`config.mk`:
```
export PLATFORM = sky130hd
export DESIGN_NAME = ps2_rx_deserializer
export DESIGN_NICKNAME = d
export VERILOG_FILES = /design/src/rtl/ps2_rx_deserializer_pkg.sv /design/src/rtl/ps2_rx_deserializer_pin_filter.sv /design/src/rtl/ps2_rx_deserializer.sv
export SDC_FILE = /design/constraint.sdc
export NUM_CORES = 1
export LEC_CHECK = 0
export CAP_MARGIN = 20
export CORE_UTILIZATION = 29
export CTS_CLUSTER_SIZE = 30
export DETAILED_ROUTE_END_ITERATION = 10
export PLACE_DENSITY = 0.43
export SLEW_MARGIN = 20
export SYNTH_ARGS = -nofsm -noshare
export SYNTH_HDL_FRONTEND = slang
export SYNTH_SLANG_ARGS = --single-unit
```
`constraint.sdc`:
```
create_clock -name clk -period 2.1 [get_ports clk]
set_input_delay 0.21 -clock clk [delete_from_list [all_inputs] [get_ports clk]]
set_output_delay 0.21 -clock clk [all_outputs]
set_load 0.01 [all_outputs]
```
`src/rtl/ps2_rx_deserializer_pkg.sv`:
```
// Shared PS/2 types: pin pair, receive-result bundle and the result builder.
package ps2_rx_deserializer_pkg;

    typedef struct packed {
        logic clk;
        logic data;
    } t_ps2_pins;

    typedef struct packed {
        logic       valid;
        logic [7:0] data;
        logic       parity_error;
        logic       protocol_error;
        logic       timeout;
    } t_ps2_rx_data;

    function automatic t_ps2_rx_data make_result(
        input logic       valid,
        input logic [7:0] data,
        input logic       parity_error,
        input logic       protocol_error,
        input logic       timeout
    );
        t_ps2_rx_data r;
        r.valid          = valid;
        r.data           = data;
        r.parity_error   = parity_error;
        r.protocol_error = protocol_error;
        r.timeout        = timeout;
        return r;
    endfunction

endpackage

```
`src/rtl/ps2_rx_deserializer_pin_filter.sv`:
```
// Two-flop synchroniser plus tick-rate run-length glitch filter for one PS/2 pin.
module ps2_pin_filter #(
    parameter int FILTER_LEN = 2
) (
    input  logic clk,
    input  logic reset,
    input  logic tick,
    input  logic pin,
    output logic filtered
);
    localparam int RUN_W = $clog2(FILTER_LEN + 1);

    logic             meta_reg;
    logic             sync_reg;
    logic             level_reg;
    logic             level_next;
    logic [RUN_W-1:0] run_reg;
    logic [RUN_W-1:0] run_next;

    // Synchroniser flops carry no reset so they always track the live pin.
    always_ff @(posedge clk) begin
        meta_reg <= pin;
        sync_reg <= meta_reg;
    end

    always_comb begin
        level_next = level_reg;
        run_next   = run_reg;
        if (tick) begin
            if (sync_reg != level_reg) begin
                if (run_reg == RUN_W'(FILTER_LEN - 1)) begin
                    level_next = sync_reg;
                    run_next   = '0;
                end else begin
                    run_next = run_reg + RUN_W'(1);
                end
            end else begin
                run_next = '0;
            end
        end
    end

    always_ff @(posedge clk) begin
        if (reset) begin
            level_reg <= 1'b1;
            run_reg   <= '0;
        end else begin
            level_reg <= level_next;
            run_reg   <= run_next;
        end
    end

    // Exposes the value being adopted this cycle so edges are seen on the tick itself.
    assign filtered = level_next;

endmodule

```
`src/rtl/ps2_rx_deserializer.sv`:
```
// PS/2 receive engine: filtered pins, 11-bit frame deserialiser, timeout and inhibit.
module ps2_rx_deserializer
    import ps2_rx_deserializer_pkg::*;
#(
    parameter int FILTER_LEN    = 2,
    parameter int TIMEOUT_TICKS = 40
) (
    input  logic        clk,
    input  logic        reset,
    input  logic [15:0] divider,
    input  logic        rx_inhibit,
    input  logic        ps2_in__clk,
    input  logic        ps2_in__data,
    output logic        ps2_out__clk,
    output logic        ps2_out__data,
    output logic        ps2_rx_data__valid,
    output logic [7:0]  ps2_rx_data__data,
    output logic        ps2_rx_data__parity_error,
    output logic        ps2_rx_data__protocol_error,
    output logic        ps2_rx_data__timeout
);
    localparam int TO_W = $clog2(TIMEOUT_TICKS + 1);

    typedef enum logic [1:0] {ST_IDLE, ST_DATA, ST_PARITY, ST_STOP} t_rx_state;

    logic [15:0]   div_cnt_reg;
    logic          tick;
    t_ps2_pins     pins_raw;
    t_ps2_pins     pins_filt;
    logic [1:0]    raw_vec;
    logic [1:0]    filt_vec;
    logic          clk_prev_reg;
    logic          fall;
    logic          rx_bit;
    t_rx_state     state_reg;
    logic [7:0]    shift_reg;
    logic [2:0]    bit_cnt_reg;
    logic          parity_reg;
    logic [TO_W-1:0] to_cnt_reg;
    logic          inhibit_reg;
    t_ps2_rx_data  rx_out_reg;

    // Counter past a freshly lowered divider runs on and wraps at 16 bits.
    assign tick = (div_cnt_reg == divider);

    always_ff @(posedge clk) begin
        if (reset) begin
            div_cnt_reg <= '0;
        end else begin
            div_cnt_reg <= tick ? 16'd0 : div_cnt_reg + 16'd1;
        end
    end

    assign pins_raw.clk  = ps2_in__clk;
    assign pins_raw.data = ps2_in__data;
    assign raw_vec       = pins_raw;
    assign pins_filt     = filt_vec;

    generate
        for (genvar gi = 0; gi < 2; gi++) begin : g_pin
            ps2_pin_filter #(
                .FILTER_LEN(FILTER_LEN)
            ) u_filter (
                .clk      (clk),
                .reset    (reset),
                .tick     (tick),
                .pin      (raw_vec[gi]),
                .filtered (filt_vec[gi])
            );
        end
    endgenerate

    assign fall   = clk_prev_reg & ~pins_filt.clk & ~inhibit_reg;
    assign rx_bit = pins_filt.data;

    always_ff @(posedge clk) begin
        if (reset) begin
            state_reg    <= ST_IDLE;
            shift_reg    <= '0;
            bit_cnt_reg  <= '0;
            parity_reg   <= 1'b0;
            to_cnt_reg   <= '0;
            inhibit_reg  <= 1'b0;
            clk_prev_reg <= 1'b1;
            rx_out_reg   <= '0;
        end else begin
            inhibit_reg  <= rx_inhibit;
            clk_prev_reg <= pins_filt.clk;
            rx_out_reg   <= '0;
            if (rx_inhibit) begin
                state_reg  <= ST_IDLE;
                to_cnt_reg <= '0;
            end else if (state_reg == ST_IDLE) begin
                to_cnt_reg <= '0;
                if (fall) begin
                    if (!rx_bit) begin
                        state_reg   <= ST_DATA;
                        shift_reg   <= '0;
                        bit_cnt_reg <= '0;
                    end else begin
                        rx_out_reg <= make_result(1'b1, 8'h00, 1'b0, 1'b1, 1'b0);
                    end
                end
            end else if (fall) begin
                to_cnt_reg <= '0;
                case (state_reg)
                    ST_DATA: begin
                        shift_reg   <= {rx_bit, shift_reg[7:1]};
                        bit_cnt_reg <= bit_cnt_reg + 3'd1;
                        if (bit_cnt_reg == 3'd7) begin
                            state_reg <= ST_PARITY;
                        end
                    end
                    ST_PARITY: begin
                        parity_reg <= rx_bit;
                        state_reg  <= ST_STOP;
                    end
                    default: begin
                        // Odd parity: the nine bits must XOR to 1.
                        rx_out_reg <= make_result(1'b1, shift_reg,
                                                  ~^{shift_reg, parity_reg},
                                                  ~rx_bit, 1'b0);
                        state_reg  <= ST_IDLE;
                    end
                endcase
            end else if (tick) begin
                if (to_cnt_reg == TO_W'(TIMEOUT_TICKS - 1)) begin
                    rx_out_reg <= make_result(1'b1, 8'h00, 1'b0, 1'b0, 1'b1);
                    state_reg  <= ST_IDLE;
                    to_cnt_reg <= '0;
                end else begin
                    to_cnt_reg <= to_cnt_reg + TO_W'(1);
                end
            end
        end
    end

    assign ps2_out__clk                = ~inhibit_reg;
    assign ps2_out__data               = 1'b1;
    assign ps2_rx_data__valid          = rx_out_reg.valid;
    assign ps2_rx_data__data           = rx_out_reg.data;
    assign ps2_rx_data__parity_error   = rx_out_reg.parity_error;
    assign ps2_rx_data__protocol_error = rx_out_reg.protocol_error;
    assign ps2_rx_data__timeout        = rx_out_reg.timeout;

endmodule
```
Word level (Yosys, flattened, before mapping). Index checks and enable logic that the tools add are counted.

Register bits: 59. Input bits: 21. Output and inout port bits: 14. Logic and storage cells: 92.

Add/sub/neg operators: 5. Equality and inequality tests: 12. Mux-type cells: 36. Bitwise logic cells: 7. Reductions and logical operators: 12.

Operator list (number): $mux W12 (7); $mux W8 (5); $mux W2 (11); $add A16 B1 Y16 const B (1); $eq A16 B16 Y1 (1); $mux W3 (5); $reduce_xnor A9 Y1 (1); $reduce_and A4 Y1 (2); $add A6 B1 Y6 const B (1); $eq A2 B1 Y1 const B (3); $eq A6 B6 Y1 const B (1); $mux W1 (6); $mux W6 (1); $reduce_bool A2 Y1 (3); $reduce_or A2 Y1 (3); $not A1 Y1 (5); $reduce_and A5 Y1 (1); $add A2 B1 Y2 const B (2); $ne A2 B2 Y1 const B (2); $ne A4 B4 Y1 const B (1); $pmux W2 S2 (1); $reduce_or A4 Y1 (1); $add A3 B1 Y3 const B (1); $eq A3 B3 Y1 const B (1); other kinds (4) (6).

Logic depth before layout (Yosys ltp). Gate-level depths: netlist (run 1).

Word-level depth: 9. Gate-level depth with buffers: 10. Gate-level depth less buffers: 8.

Modules after synthesis. Synthesis (run 1) repeated with hierarchy kept, for this count alone.

Cell total of the unflattened synthesis: 292. Area, all modules: 2693.8 um^2.

Modules (own cells, without submodules): ps2_rx_deserializer (instances 1, cells an instance 258, area each 2306.0 um^2, seq. area each 1001.0 um^2); ps2_pin_filter (instances 2, cells an instance 17, area each 193.9 um^2, seq. area each 100.1 um^2).

Worst setup path after synthesis (run 1). OpenSTA, ideal clock, no wires.

Path type: reg-to-reg. Start point: register div_cnt_reg[2]. End point: register g_pin[1].u_filter.level_reg. Setup time: 0.122 ns. Data arrival time: 1.689 ns. Required time: 1.978 ns. Slack: 0.289 ns. Cell stages (with the launch flop): 8. Buffers on the path: 2. Period minus slack after synthesis: 1.811 ns. Cell sequence: dfxtp_1 xnor2_1 nand4_1 nor4_2 buf_6 buf_2 a21boi_0 a311o_1.

Cells in the longest elaborated chain, start to end: 2.

Ends and longest elaborated chain: start: declaration (line ps2_rx_deserializer.sv:26) `logic [15:0] div_cnt_reg;`; start signal: assignment (line ps2_rx_deserializer.sv:50) `div_cnt_reg <= tick ? 16'd0 : div_cnt_reg + 16'd1;`; $eq A16 B16 Y1 (line ps2_rx_deserializer.sv:44) `assign tick = (div_cnt_reg == divider);`; $mux W1 (line ps2_rx_deserializer_pin_filter.sv:29) `if (tick) begin`; end signal: assignment (line ps2_rx_deserializer_pin_filter.sv:48) `level_reg <= level_next;`; end: declaration (line ps2_rx_deserializer_pin_filter.sv:15) `logic level_reg;`.

Every way passes these cells. A chain may end at the register's enable or synchronous reset.

Final worst setup path (run 1).
Start point: register div_cnt_reg[9]. End point: register to_cnt_reg[4].

Cells in the longest elaborated chain, start to end: 6.

Ends and longest elaborated chain: $eq A16 B16 Y1 (*) (line ps2_rx_deserializer.sv:44); $mux W1 (line ps2_rx_deserializer_pin_filter.sv:29); $not A1 Y1 (line ps2_rx_deserializer.sv:73) `assign fall = clk_prev_reg & ~pins_filt.clk & ~inhibit_reg;`; $and A1 B1 Y1 (2 in a row) (line ps2_rx_deserializer.sv:73); $reduce_or A4 Y1 (no line); end signal: assignment (line ps2_rx_deserializer.sv:132) `to_cnt_reg <= to_cnt_reg + TO_W'(1);`; end: declaration (line ps2_rx_deserializer.sv:39) `logic [TO_W-1:0] to_cnt_reg;`.

Mark *: on every way between the ends. The rest lies on a longest branch, timed or not.

==> flow_summary.json, run 1 <==
{
  "status": "complete, no violations",
  "slew_viol_final": 0,
  "drive_gt1_frac": 0.1281,
  "hold_viol_final": 0,
  "grt_pass1_vias": 2043,
  "layout_min_cycle_time_ns": 1.948,
  "synth_simple_gate_area_frac": 0.2613,
  "syn_area_sq_um": 2686,
  "synth-compound-area-share": 0.09315,
  "cp-start-kind": "flip-flop",
  "viasPerCell": 4.604,
  "final_nets": 383,
  "fin_worst_skew_ns": 0.01408,
  "hold_buffers": 0,
  "synth_ff_type": "dfxtp_1",
  "critPathMaxStageDelay_ns": 0.42,
  "worst-path-buf-inv": 1,
  "syn_avg_cell_area_sq_um": 8.954,
  "setup_viol": 0,
  "rsz0062_at_grt": "no",
  "synth_adder_area_share": 0.03726,
  "antenna_found_initial": 0,
  "ctsResizeCount": 0,
  "synth_edf_count": 0,
  "path_delay_family": "simple AND/OR/NAND/NOR gates",
  "die_x_um": 98.25,
  "netlist.top_cell.by_area": "dfxtp_1",
  "max-vdd-ir-drop_mv": 0.2427,
  "insertion_delay_ns": 0.34,
  "powerDensity_nw_per_um2": 653.0,
  "h-tree-depth": 3,
  "insertedDiodeCount": 0,
  "portBuffers": 33,
  "synth_top_family_by_area": "simple AND/OR/NAND/NOR gates",
  "fin_util": 0.3948,
  "place_hpwl_um": 3947,
  "grtUsageTotal": 0.1262,
  "drt-total-wl_um": 5460,
  "grt_start_max_net_pins": 22,
  "drv_cap": 0,
  "instances_no_fill": 467,
  "dp_cells": 451,
  "final-seq-area_sq_um": 1181,
  "post_cts_buffers": 0,
  "netlist.area_leader.share": 0.4397,
  "clock_tree.buffer_depth": 2,
  "io_pins": 35,
  "routed-via-count": 2150,
  "syn_inst": 300,
  "critPathMaxFanout": 10,
  "ys_types": 42,
  "synth_xor_area_frac": 0.1206,
  "fmax_ghz": 0.5134,
  "synth-seq-cells": 59,
  "p_leak_nw": 1.316,
  "fp.dieH_um": 98.25,
  "endpoint_kind": "flip-flop",
  "cts_tree": "built",
  "wl_per_cell_um": 11.69,
  "total_power_w": 0.002281,
  "cts_root_buffer": "clkbuf_8",
  "rows": 34,
  "arrival_ns": 2.22,
  "drc_errors": 0,
  "synth-async-reset-ratio": 0,
  "synth_common_cells": "dfxtp_1, xnor2_1, nor2_1",
  "final_area_sq_um": 3493,
  "grt_pass1_wl_um": 9535,
  "hold_class": "in2reg",
  "synth-warning-count": 0,
  "synthToLayoutAreaGrowth_pct": 30.04,
  "cts_made_buffers": 9,
  "fillers": 926,
  "finalCritPeriodShare": 0.9274,
  "synth.area.mux_share": 0.01537,
  "synth_area_leaders": "dfxtp_1, xnor2_1, o21ai_0",
  "dpl_cell_area_sq_um": 3289,
  "crit_slowest_cell": "dfxtp_1",
  "clk_pin_slew_ns": 0.07,
  "die-area_sq_um": 9652,
  "start_util": 0.3036,
  "required_ns": 2.37,
  "drt_pre_antenna_iters": 6,
  "path_cells": "xnor2_1 > nand4_1 > nor4_4 > buf_12 > nand3_2 > or3b_1 > a21oi_1",
  "multi_input_area_sq_um": 1433,
  "critPathKind": "reg2reg",
  "synthesis.nets": 329,
  "grt_overflow": 0,
  "cts_sinks": 59,
  "finalSetupTns_ns": 0,
  "seq_area_frac_synth": 0.4397,
  "largest_register_ffs": 16,
  "synth_most_common_cell": "dfxtp_1",
  "coreArea_sq_um": 8848,
  "drt_iter0_markers": 59,
  "antenna_left": 0,
  "routabilityCongestion": 0.7644
}
-- routing by layer --
layer | GRT usage | share of wire | vias up
met2 | 0.1874 | 0.42 | 58
met1 | 0.1677 | 0.51 | 960
met3 | 0.02935 | 0.048 | 11
met4 | 0.07233 | 0.022 | 0
li1 | - | - | 1121
met5 | 0 | 0 | -
-- layout by cell type (no fill, tap or decap), types with 6 or more instances in the layout --
| cell | n |
|---|---|
| nand2b_1 | 9 |
| dfxtp_1 | 59 |
| o21ai_0 | 21 |
| clkdlybuf4s50_1 | 33 |
| nor3_1 | 6 |
| clkbuf_8 | 9 |
| nor2_1 | 27 |
| ha_1 | 8 |
| buf_4 | 20 |
| nand3_1 | 9 |
| xnor2_1 | 29 |
| and2_1 | 10 |
| and3_1 | 13 |
| xor2_1 | 8 |
| inv_1 | 6 |
| nand2_1 | 26 |
| a21oi_1 | 11 |
| nor2b_1 | 6 |
-- logic make-up after synthesis --
| family | count (synthesis) |
|---|---|
| other | 1 |
| DFF | 59 |
| and+or+nand+nor | 131 |
| muxes | 4 |
| buffers and inverters | 18 |
| adders and majority gates | 8 |
| xor gates and xnor gates | 37 |
| AOI/OAI and AO/OA | 42 |
-- power by group --
part	switching, W	leakage, nW	internal, W
Clock	0.000487	0.0998	0.000555
Sequential	0.00000814	0.478	0.00113
Combinational	0.0000383	0.739	0.0000647
Total	0.000533	1.32	0.00175
-- worst register-to-register path, stage by stage, from the launching register on --
cell and delay [ns]:
dfxtp_1 0.42, xnor2_1 0.14, nand4_1 0.18, nor4_4 0.36, buf_12 0.17, nand3_2 0.09, or3b_1 0.38, a21oi_1 0.14
-- through the flow --
stage	worst slack (ns)	hold slack, ns
after CTS	0.1113	0.2956
after floorplan	0.2887	0.2377
after global placement	-0.1043	0.3108
after detailed placement	-0.1318	0.3144
final	0.1524	0.3157
after global routing	0.01786	0.2987
-- path summary, 6_finish.rpt --
check                           slack (ns)                          startpoint                                  to  cells past startpoint
worst max-delay path                  0.15           div_cnt_reg[9]$_SDFF_PP0_          to_cnt_reg[4]$_SDFFE_PP0N_                      7
worst max register to register        0.15           div_cnt_reg[9]$_SDFF_PP0_          to_cnt_reg[4]$_SDFFE_PP0N_                      7
worst min register to register        0.33  g_pin[1].u_filter.meta_reg$_DFF_P_  g_pin[1].u_filter.sync_reg$_DFF_P_                      0
worst min-delay path                  0.32                         ps2_in__clk  g_pin[1].u_filter.meta_reg$_DFF_P_                      1
-- final cells by class --
type | instances | share of cell area
inverter | 6 | 0.006447
multi-input combinational | 223 | 0.4101
sequential | 59 | 0.3381
clock inverter | 7 | 0.02221
timing repair buffer | 55 | 0.1490
tap | 108 | 0.03868
clock buffer | 9 | 0.03546
(Power assumes the default switching activity.)
==> inputs of run 2 (changes only) <==
CORE_UTILIZATION = 40   (was 29)
PLACE_DENSITY = 0.57   (was 0.43)
==> run 2 against run 1 <==
The run now ends with DRC left. Largest power group unchanged. Combinational power is essentially flat. Wire length shrank 6.8%. Register-to-register slack gained 0.06 ns. Total power shrank 0.19%. Largest cell class unchanged.
==> flow_summary.json, run 2 (synthesis gave the netlist of run 1 again) <==
{
  "io_pins": 35,
  "powerDensity_nw_per_um2": 663.9,
  "drt_pre_antenna_iters": 9,
  "fin_ws_ns": 0.2132,
  "fin_worst_skew_ns": 0.01043,
  "drc_errors": 5,
  "path_delay_family": "simple AND/OR/NAND/NOR gates",
  "largest_register_ffs": 16,
  "insertedDiodeCount": 0,
  "antenna_found_initial": 0,
  "critPathMaxFanout": 12,
  "drt_iter0_markers": 71,
  "start_util": 0.4183,
  "cts_tree": "built",
  "whs_path_depth": 1,
  "die-area_sq_um": 7048,
  "fillers": 598,
  "post_cts_buffers": 0,
  "final_nets": 381,
  "grt_pass1_vias": 2045,
  "wl_per_cell_um": 11.73,
  "place_hpwl_um": 3737,
  "crit_slowest_cell": "dfxtp_1",
  "setup_viol": 0,
  "worstRegToRegCells": 7,
  "routabilityCongestion": 0.8105,
  "rrSetupSlack_ns": 0.21,
  "worst-path-buf-inv": 1,
  "dp_cells": 418,
  "worstHoldStart": "ps2_in__data",
  "ctsResizeCount": 0,
  "arrival_ns": 2.16,
  "total_power_w": 0.002277,
  "final_cell_mix": "dfxtp_1, clkdlybuf4s50_1, xnor2_1",
  "cts_root_buffer": "clkbuf_8",
  "slew_viol_final": 0,
  "multi_input_area_sq_um": 1430,
  "p_leak_nw": 1.306,
  "pre_cts_ws_ns": -0.1396,
  "synthToLayoutAreaGrowth_pct": 27.67,
  "grt_start_max_net_pins": 22,
  "viasPerCell": 4.862,
  "cp-start-kind": "flip-flop",
  "die_x_um": 83.95,
  "grtUsageTotal": 0.1650,
  "antenna_left": 0,
  "layout_min_cycle_time_ns": 1.887,
  "critPathKind": "reg2reg",
  "fmax_ghz": 0.5300,
  "r2r_start": "div_cnt_reg[9]$_SDFF_PP0_",
  "drt-total-wl_um": 5090,
  "drive_gt1_frac": 0.1261,
  "worst_hold_slack_ns": 0.3131,
  "insertion_delay_ns": 0.34,
  "reg2reg_to": "ps2_rx_data__protocol_error$_SDFF_PP0_",
  "finalSetupTns_ns": 0,
  "instances_no_fill": 434,
  "routed-via-count": 2110,
  "final_common_cell": "dfxtp_1",
  "final-seq-area_sq_um": 1182,
  "required_ns": 2.37,
  "status": "finished with violations",
  "rsz0062_at_grt": "no",
  "rows": 29,
  "max-vdd-ir-drop_mv": 0.3428,
  "hold_class": "in2reg",
  "clk_pin_slew_ns": 0.07,
  "fp.dieH_um": 83.95,
  "cts_sinks": 59,
  "grt_overflow": 0,
  "grt_pass1_wl_um": 9066,
  "finalCritPeriodShare": 0.8985,
  "hold_buffers": 0,
  "clock_tree.buffer_depth": 2,
  "portBuffers": 33,
  "coreArea_sq_um": 6422,
  "h-tree-depth": 3,
  "violations": "DRC",
  "path_cells": "xnor2_1 > nand4_1 > nor4_4 > buf_6 > a21boi_4 > or4_1 > a21oi_1",
  "hold_path_end": "g_pin[0].u_filter.meta_reg$_DFF_P_",
  "critPathMaxStageDelay_ns": 0.41,
  "endpoint_kind": "flip-flop",
  "cts_made_buffers": 9,
  "drv_cap": 0,
  "hold_viol_final": 0
}
==> run 2: cell type report <==
| type | instances | share of cell area |
|---|---|---|
| flip-flops and latches | 59 | 0.3448 |
| clock inverters | 7 | 0.02262 |
| multi-input cells | 223 | 0.4170 |
| repair buffers | 53 | 0.1448 |
| well taps | 77 | 0.02809 |
| inverters | 6 | 0.006567 |
| clock buffers | 9 | 0.03612 |
==> run 2: worst reg2reg max path: cells and delay by family, from the launching register on <==
family / cells / cell delay (ns)
flops: 1 / 0.41
simple gates: 3 / 0.86
buf+inv: 1 / 0.19
compound gates: 2 / 0.22
xor+xnor: 1 / 0.14
==> run 2: through the flow <==
stage	cell area, sq um	util
2_1_floorplan	2686	-
3_3_place_gp	3223	0.5019
3_5_place_dp	3223	0.5019
4_1_cts	3425	0.5332
5_1_grt	3430	0.5340
6_report	3430	0.5340
==> run 2: worst max path at each step <==
stage	startpoint	end	slack, ns	cells past startpoint
global placement	divider[2]	shift_reg[0]$_SDFFE_PP0P_	-0.11	10
CTS	div_cnt_reg[3]$_SDFF_PP0_	shift_reg[2]$_SDFFE_PP0P_	0.13	9
floorplan	div_cnt_reg[2]$_SDFF_PP0_	g_pin[1].u_filter.level_reg$_SDFF_PP1_	0.29	7
detailed placement	divider[3]	shift_reg[2]$_SDFFE_PP0P_	-0.14	10
global route	div_cnt_reg[8]$_SDFF_PP0_	shift_reg[2]$_SDFFE_PP0P_	0.02	9
finish	div_cnt_reg[9]$_SDFF_PP0_	ps2_rx_data__protocol_error$_SDFF_PP0_	0.21	7
==> run 2: per-layer routing <==
| metal | global-route usage | routed length (um) | vias to the layer above |
|---|---|---|---|
| li1 | - | - | 1118 |
| met1 | 0.2031 | 2607 | 945 |
| met2 | 0.2571 | 2193 | 42 |
| met3 | 0.05935 | 221 | 5 |
| met4 | 0.07524 | 68 | 0 |
| met5 | 0 | 0 | - |
==> run 2: report_power, final <==
| group | internal, W | switching (W) |
|---|---|---|
| registers | 0.00113 | 0.00000734 |
| clock network | 0.000555 | 0.000481 |
| logic | 0.0000664 | 0.0000397 |
| total | 0.00175 | 0.000528 |
==> inputs of run 3 (changes only) <==
CORE_UTILIZATION = 52   (was 40)
PLACE_DENSITY = 0.72   (was 0.57)
clock period = 2.45 ns   (was 2.1 ns; I/O delays follow)
==> run 3 against run 2 <==
The flow now finishes without violations. Clock skew decreased by 0.0016 ns. Global-route usage increased by 4.4 points. Largest cell class unchanged. Critical endpoint is now to_cnt_reg[4]$_SDFFE_PP0N_. Highest routed layer unchanged. Combinational power decreased by 23%. Critical path type unchanged. Cell count decreased by 5.8%. Core utilization increased by 15 points. Via count decreased by 0.47%. Clock-buffer cell count increased by 3.
==> flow_summary.json, run 3 (synthesis gave the netlist of run 1 again) <==
{
  "status": "complete, no violations",
  "grt_pass1_vias": 2015,
  "required_ns": 2.70,
  "grt_pass1_wl_um": 8625,
  "worst-path-buf-inv": 1,
  "fin_worst_skew_ns": 0.008866,
  "worstHoldStart": "g_pin[1].u_filter.meta_reg$_DFF_P_",
  "max-vdd-ir-drop_mv": 0.3814,
  "r2r_start": "div_cnt_reg[2]$_SDFF_PP0_",
  "routed-via-count": 2100,
  "ctsResizeCount": 0,
  "final_area_sq_um": 3326,
  "dpl_cell_area_sq_um": 3098,
  "crit_path_start": "div_cnt_reg[2]$_SDFF_PP0_",
  "rows": 25,
  "hold_viol_final": 0,
  "routabilityCongestion": 0.8249,
  "rsz0062_at_grt": "no",
  "portBuffers": 33,
  "drt_pre_antenna_iters": 6,
  "critPathMaxStageDelay_ns": 0.43,
  "fmax_ghz": 0.4762,
  "drt_iter0_markers": 185,
  "finalSetupTns_ns": 0,
  "drc_errors": 0,
  "insertion_delay_ns": 0.33,
  "drv_cap": 0,
  "final_cell_mix": "dfxtp_1, clkdlybuf4s50_1, xnor2_1",
  "finalCritPeriodShare": 0.8572,
  "start_util": 0.5541,
  "grtUsageTotal": 0.2090,
  "cts_made_buffers": 9,
  "io_pins": 35,
  "drive_gt1_frac": 0.08187,
  "cp-start-kind": "flip-flop",
  "h-tree-depth": 3,
  "setup_viol": 0,
  "critPathMaxFanout": 30,
  "crit_slowest_cell": "dfxtp_1",
  "cts_sinks": 59,
  "die_x_um": 73.88,
  "synthToLayoutAreaGrowth_pct": 23.80,
  "total_power_w": 0.002056,
  "endpoint_kind": "flip-flop",
  "viasPerCell": 5.134,
  "largest_register_ffs": 16,
  "antenna_left": 0,
  "post_cts_buffers": 0,
  "die-area_sq_um": 5458,
  "place_hpwl_um": 3380,
  "fin_util": 0.6859,
  "grt_start_max_net_pins": 31,
  "cts_tree": "built",
  "grt_overflow": 0,
  "rrSetupSlack_ns": 0.35,
  "final_common_cell": "dfxtp_1",
  "worst_hold_slack_ns": 0.3306,
  "drt-total-wl_um": 4890,
  "clock_tree.buffer_depth": 2,
  "p_leak_nw": 1.239,
  "fp.dieH_um": 73.88,
  "powerDensity_nw_per_um2": 618.3,
  "wl_per_cell_um": 11.96,
  "critPathKind": "reg2reg",
  "coreArea_sq_um": 4848,
  "insertedDiodeCount": 0,
  "slew_viol_final": 0,
  "antenna_found_initial": 0,
  "layout_min_cycle_time_ns": 2.100,
  "path_cells": "xnor2_1 > nand4_1 > nor4_4 > buf_12 > nand3_2 > or3b_1 > a21oi_1",
  "cts_root_buffer": "clkbuf_8",
  "arrival_ns": 2.35,
  "hold_buffers": 0,
  "hold_class": "reg2reg",
  "clk_pin_slew_ns": 0.07,
  "path_delay_family": "simple AND/OR/NAND/NOR gates",
  "final_nets": 366
}
==> run 3: cell types whose count changed in the layout (fill, tap and decap cells not counted), sizes merged <==
cell and delta:
buf -15, clkinv -3, inv -1, bufinv +1, clkbuf +3
==> run 3: metrics by stage <==
| step | setup WS [ns] | instances |
|---|---|---|
| after floorplan | 0.6387 | 300 |
| after global placement | 0.1844 | 393 |
| after detailed placement | 0.1453 | 393 |
| after CTS | 0.3409 | 409 |
| after global routing | 0.2331 | 409 |
| final | 0.3499 | 409 |
==> run 3: area by class of cell <==
cell class	instances	area, sq um
fill	398	1523
multi-input combinational	223	1430
sequential	59	1181
timing repair buffer	38	380.4
clock buffer	12	155.1
tap	67	83.83
clock inverter	4	72.57
inverter	6	22.52
==> run 3: power by group <==
group	internal, W	switching [W]	leakage [nW]
combinational	0.0000511	0.0000307	0.649
clock	0.000627	0.000371	0.113
sequential	0.000968	0.00000866	0.478
total	0.00165	0.000411	1.24
==> run 3: layer usage <==
layer,vias up,share of wire,GRT usage
met5,-,0,0
met4,0,0.018,0.1239
li1,1089,-,-
met1,943,0.47,0.2583
met3,11,0.041,0.04390
met2,57,0.47,0.3344
==> run 3: final timing paths <==
kind / endpoint / cells past startpoint
worst max register to register: to_cnt_reg[4]$_SDFFE_PP0N_ / 7
worst max-delay path: to_cnt_reg[4]$_SDFFE_PP0N_ / 7
worst min-delay path: g_pin[1].u_filter.sync_reg$_DFF_P_ / 0
worst min register to register: g_pin[1].u_filter.sync_reg$_DFF_P_ / 0
==> patch (settings of run 1) <==
Encoding of `t_rx_state`: now one-hot (4 bits for 4 states).
--- a/src/rtl/ps2_rx_deserializer.sv
+++ b/src/rtl/ps2_rx_deserializer.sv
@@ -23,3 +23,3 @@
 
-    typedef enum logic [1:0] {ST_IDLE, ST_DATA, ST_PARITY, ST_STOP} t_rx_state;
+    typedef enum logic [3:0] {ST_IDLE = 4'b0001, ST_DATA = 4'b0010, ST_PARITY = 4'b0100, ST_STOP = 4'b1000} t_rx_state;
 
Function: no difference found for any inputs over 10 cycles, from zero or initial values and one cycle with reset high; not proved beyond that.
==> patch against run 1 <==
Cell count increased by 5.1%; design area increased by 5.2%; die area increased by 4.2%; worst setup slack got worse by 34 ps; area after synthesis increased by 4.3%; first-iteration DRC count increased by 34%; sequential cell count increased by 2; power increased by 6.6%; sequential power increased by 4%; via count increased by 2.0%; routed wire length increased by 11%; critical path type unchanged; critical endpoint is now state_reg[0].
==> patch: results (changes against run 1) <==
| Metric | Value |
|---|---|
| Syn Nets | 321 (-2.4%) |
| Congestion Overflow GR | 0 (unchanged) |
| Hold crit path type | input pin to flip-flop |
| Dpl hpwl | 4546 um (+15%) |
| Share of cells above drive strength 1 | 17.68% (+4.9 points) |
| Root buffer cell | clkbuf_8 |
| Antenna cells | 0 (unchanged) |
| Clock-pin slew on the worst setup and hold paths | 70 ps (about the same) |
| First-pass GRT wire length | 10,160 um (+6.5%) |
| Placer Congestion | 0.7389 (-3.3%) |
| Fill cell count | 984 (+6.3%) |
| Iteration-0 DRC count of the detailed router | 79 (+34%) |
| Detailed Routing Iterations Pass 1 | 4 (-2) |
| Crit path max-delay family | simple AND/OR/NAND/NOR gates |
| Max reg flops | 16 (unchanged) |
| Largest stage delay, worst path | 370 ps (-50 ps) |
| Max Clock Skew | 10.92 ps (-3.168 ps) |
| Routed wire per std cell | 12.33 um (+5.5%) |
| Sequential element share of the synthesized area | 43.57% (-0.40 points) |
| Vias post-DR | 2,192 (+2.0%) |
| TritonCTS Buffers | 9 (unchanged) |
| Post-synth cell types | 54 (+29%) |
| Critical path arrival | 2200 ps (-20 ps) |
| Total GRT Usage | 13.26% (+0.64 points) |
| Async SR Flop Fraction | 0% (unchanged) |
| Outcome | finished clean |
| CP max-delay cell | and4_4 |
| Pin count of the biggest net entering global routing | 16 (-27%) |
| NetSw | 0.5345 mW (+0.23%) |
| Clock Path Buffers | 2 (unchanged) |
| Critical path fanouts, max | 7 (-3) |
| Initial antenna violation count | 0 (unchanged) |
| Synth top cells by count | dfxtp_1, nand2_1, nor2_1 |
| P_leak | 1.430 nW (+8.6%) |
| Vias in the first global route | 2,087 (+2.2%) |
| Placed Area | 3457 um2 (+5.1%) |
| Ys Warns | 0 (unchanged) |
| Port Buffer Count | 33 (unchanged) |
| VDD IR max | 0.0003339 V (+38%) |
| Worst-Skew Late Latency | 330 ps |
| CTS H-tree lvls | 3 (unchanged) |
| Nets | 382 (-0.26%) |
| Area contributors post-synth | dfxtp_1, xor2_1, nand2_1 |
==> patch: cell types whose count changed after synthesis, sizes merged, moves of 5 or more <==
cell,change
nand2,+7
nand2b,-9
o21ai,-12
o22ai,+5
xnor2,-15
xor2,+17
==> patch: per-stage QoR <==
stage | cells | setup WS (ps) | TNS (ps) | util, %
6_report | 491 | 118.2 | 0 | 39.60
3_5_place_dp | 475 | -230.3 | -4471 | 37.24
3_3_place_gp | 475 | -220.1 | -4417 | 37.24
4_1_cts | 491 | 81.59 | 0 | 39.56
2_1_floorplan | 296 | 320.7 | 0 | -
5_1_grt | 491 | 0.9706 | 0 | 39.60
==> patch: layout make-up <==
class                      count  area share [%]
inverter                       9          0.9190
tap                          129           4.391
clock buffer                  10           3.472
clock inverter                 6           2.383
multi-input combinational    215           40.23
timing repair buffer          61           15.38
sequential                    61           33.22
==> patch: final timing paths <==
check | from | to | slack, ps | depth (start not counted)
hold reg to reg | g_pin[1].u_filter.meta_reg | g_pin[1].u_filter.sync_reg | 330 | 0
setup / recovery | div_cnt_reg[7] | state_reg[0] | 120 | 7
hold / removal | ps2_in__clk | g_pin[1].u_filter.meta_reg | 320 | 1
setup reg to reg | div_cnt_reg[7] | state_reg[0] | 120 | 7
==> patch: repair_timing <==
item                                   CTS  global route
buffers inserted                         0             0
setup endpoints to repair                0            10
endpoints found under the hold margin    0             0
hold buffers                             0             0
gates resized for setup                  0             1
==> patch: cell families (layout without fill, tap and decap cells) <==
family / Yosys count / in the layout / share of synthesized area, %
AO/OA/AOI/OAI: 45 / 45 / 13.22
other: 1 / 1 / 0.1338
buffers and inverters: 20 / 86 / 3.794
flip-flops: 61 / 61 / 43.57
AND/OR/NAND/NOR: 125 / 125 / 24.96
multiplexers: 1 / 1 / 0.3572
adder cells (fa/ha/maj): 4 / 4 / 1.786
XOR/XNOR: 39 / 39 / 12.19
==> patch: power groups by stage <==
stage          Combinational, mW  Sequential [mW]  Clock (mW)
6_report                   0.112             1.18        1.14
4_1_cts                    0.114             1.18        1.19
5_1_grt                    0.123             1.18        1.25
3_3_place_gp               0.114             1.20           0
2_1_floorplan             0.0478             1.20           0
3_5_place_dp               0.114             1.20           0
==> patch: worst register-to-register path, stage by stage (launching register included) <==
cell      delay, ps
dfxtp_1         350
xor2_1          190
nor4_2          350
and4_4          370
buf_12          130
o311ai_4         90
a221oi_1        300
nand2_1          90
==> patch: routing by layer <==
| layer | vias to the layer above | part of all wire [%] | wire (um) | global-route usage [%] |
|---|---|---|---|---|
| li1 | 1140 | - | - | - |
| met1 | 1011 | 49 | 2989 | 16.73 |
| met2 | 36 | 46 | 2782 | 21.13 |
| met3 | 5 | 3.6 | 220 | 5.014 |
| met4 | 0 | 1.0 | 61 | 3.679 |
| met5 | - | 0 | 0 | 0 |
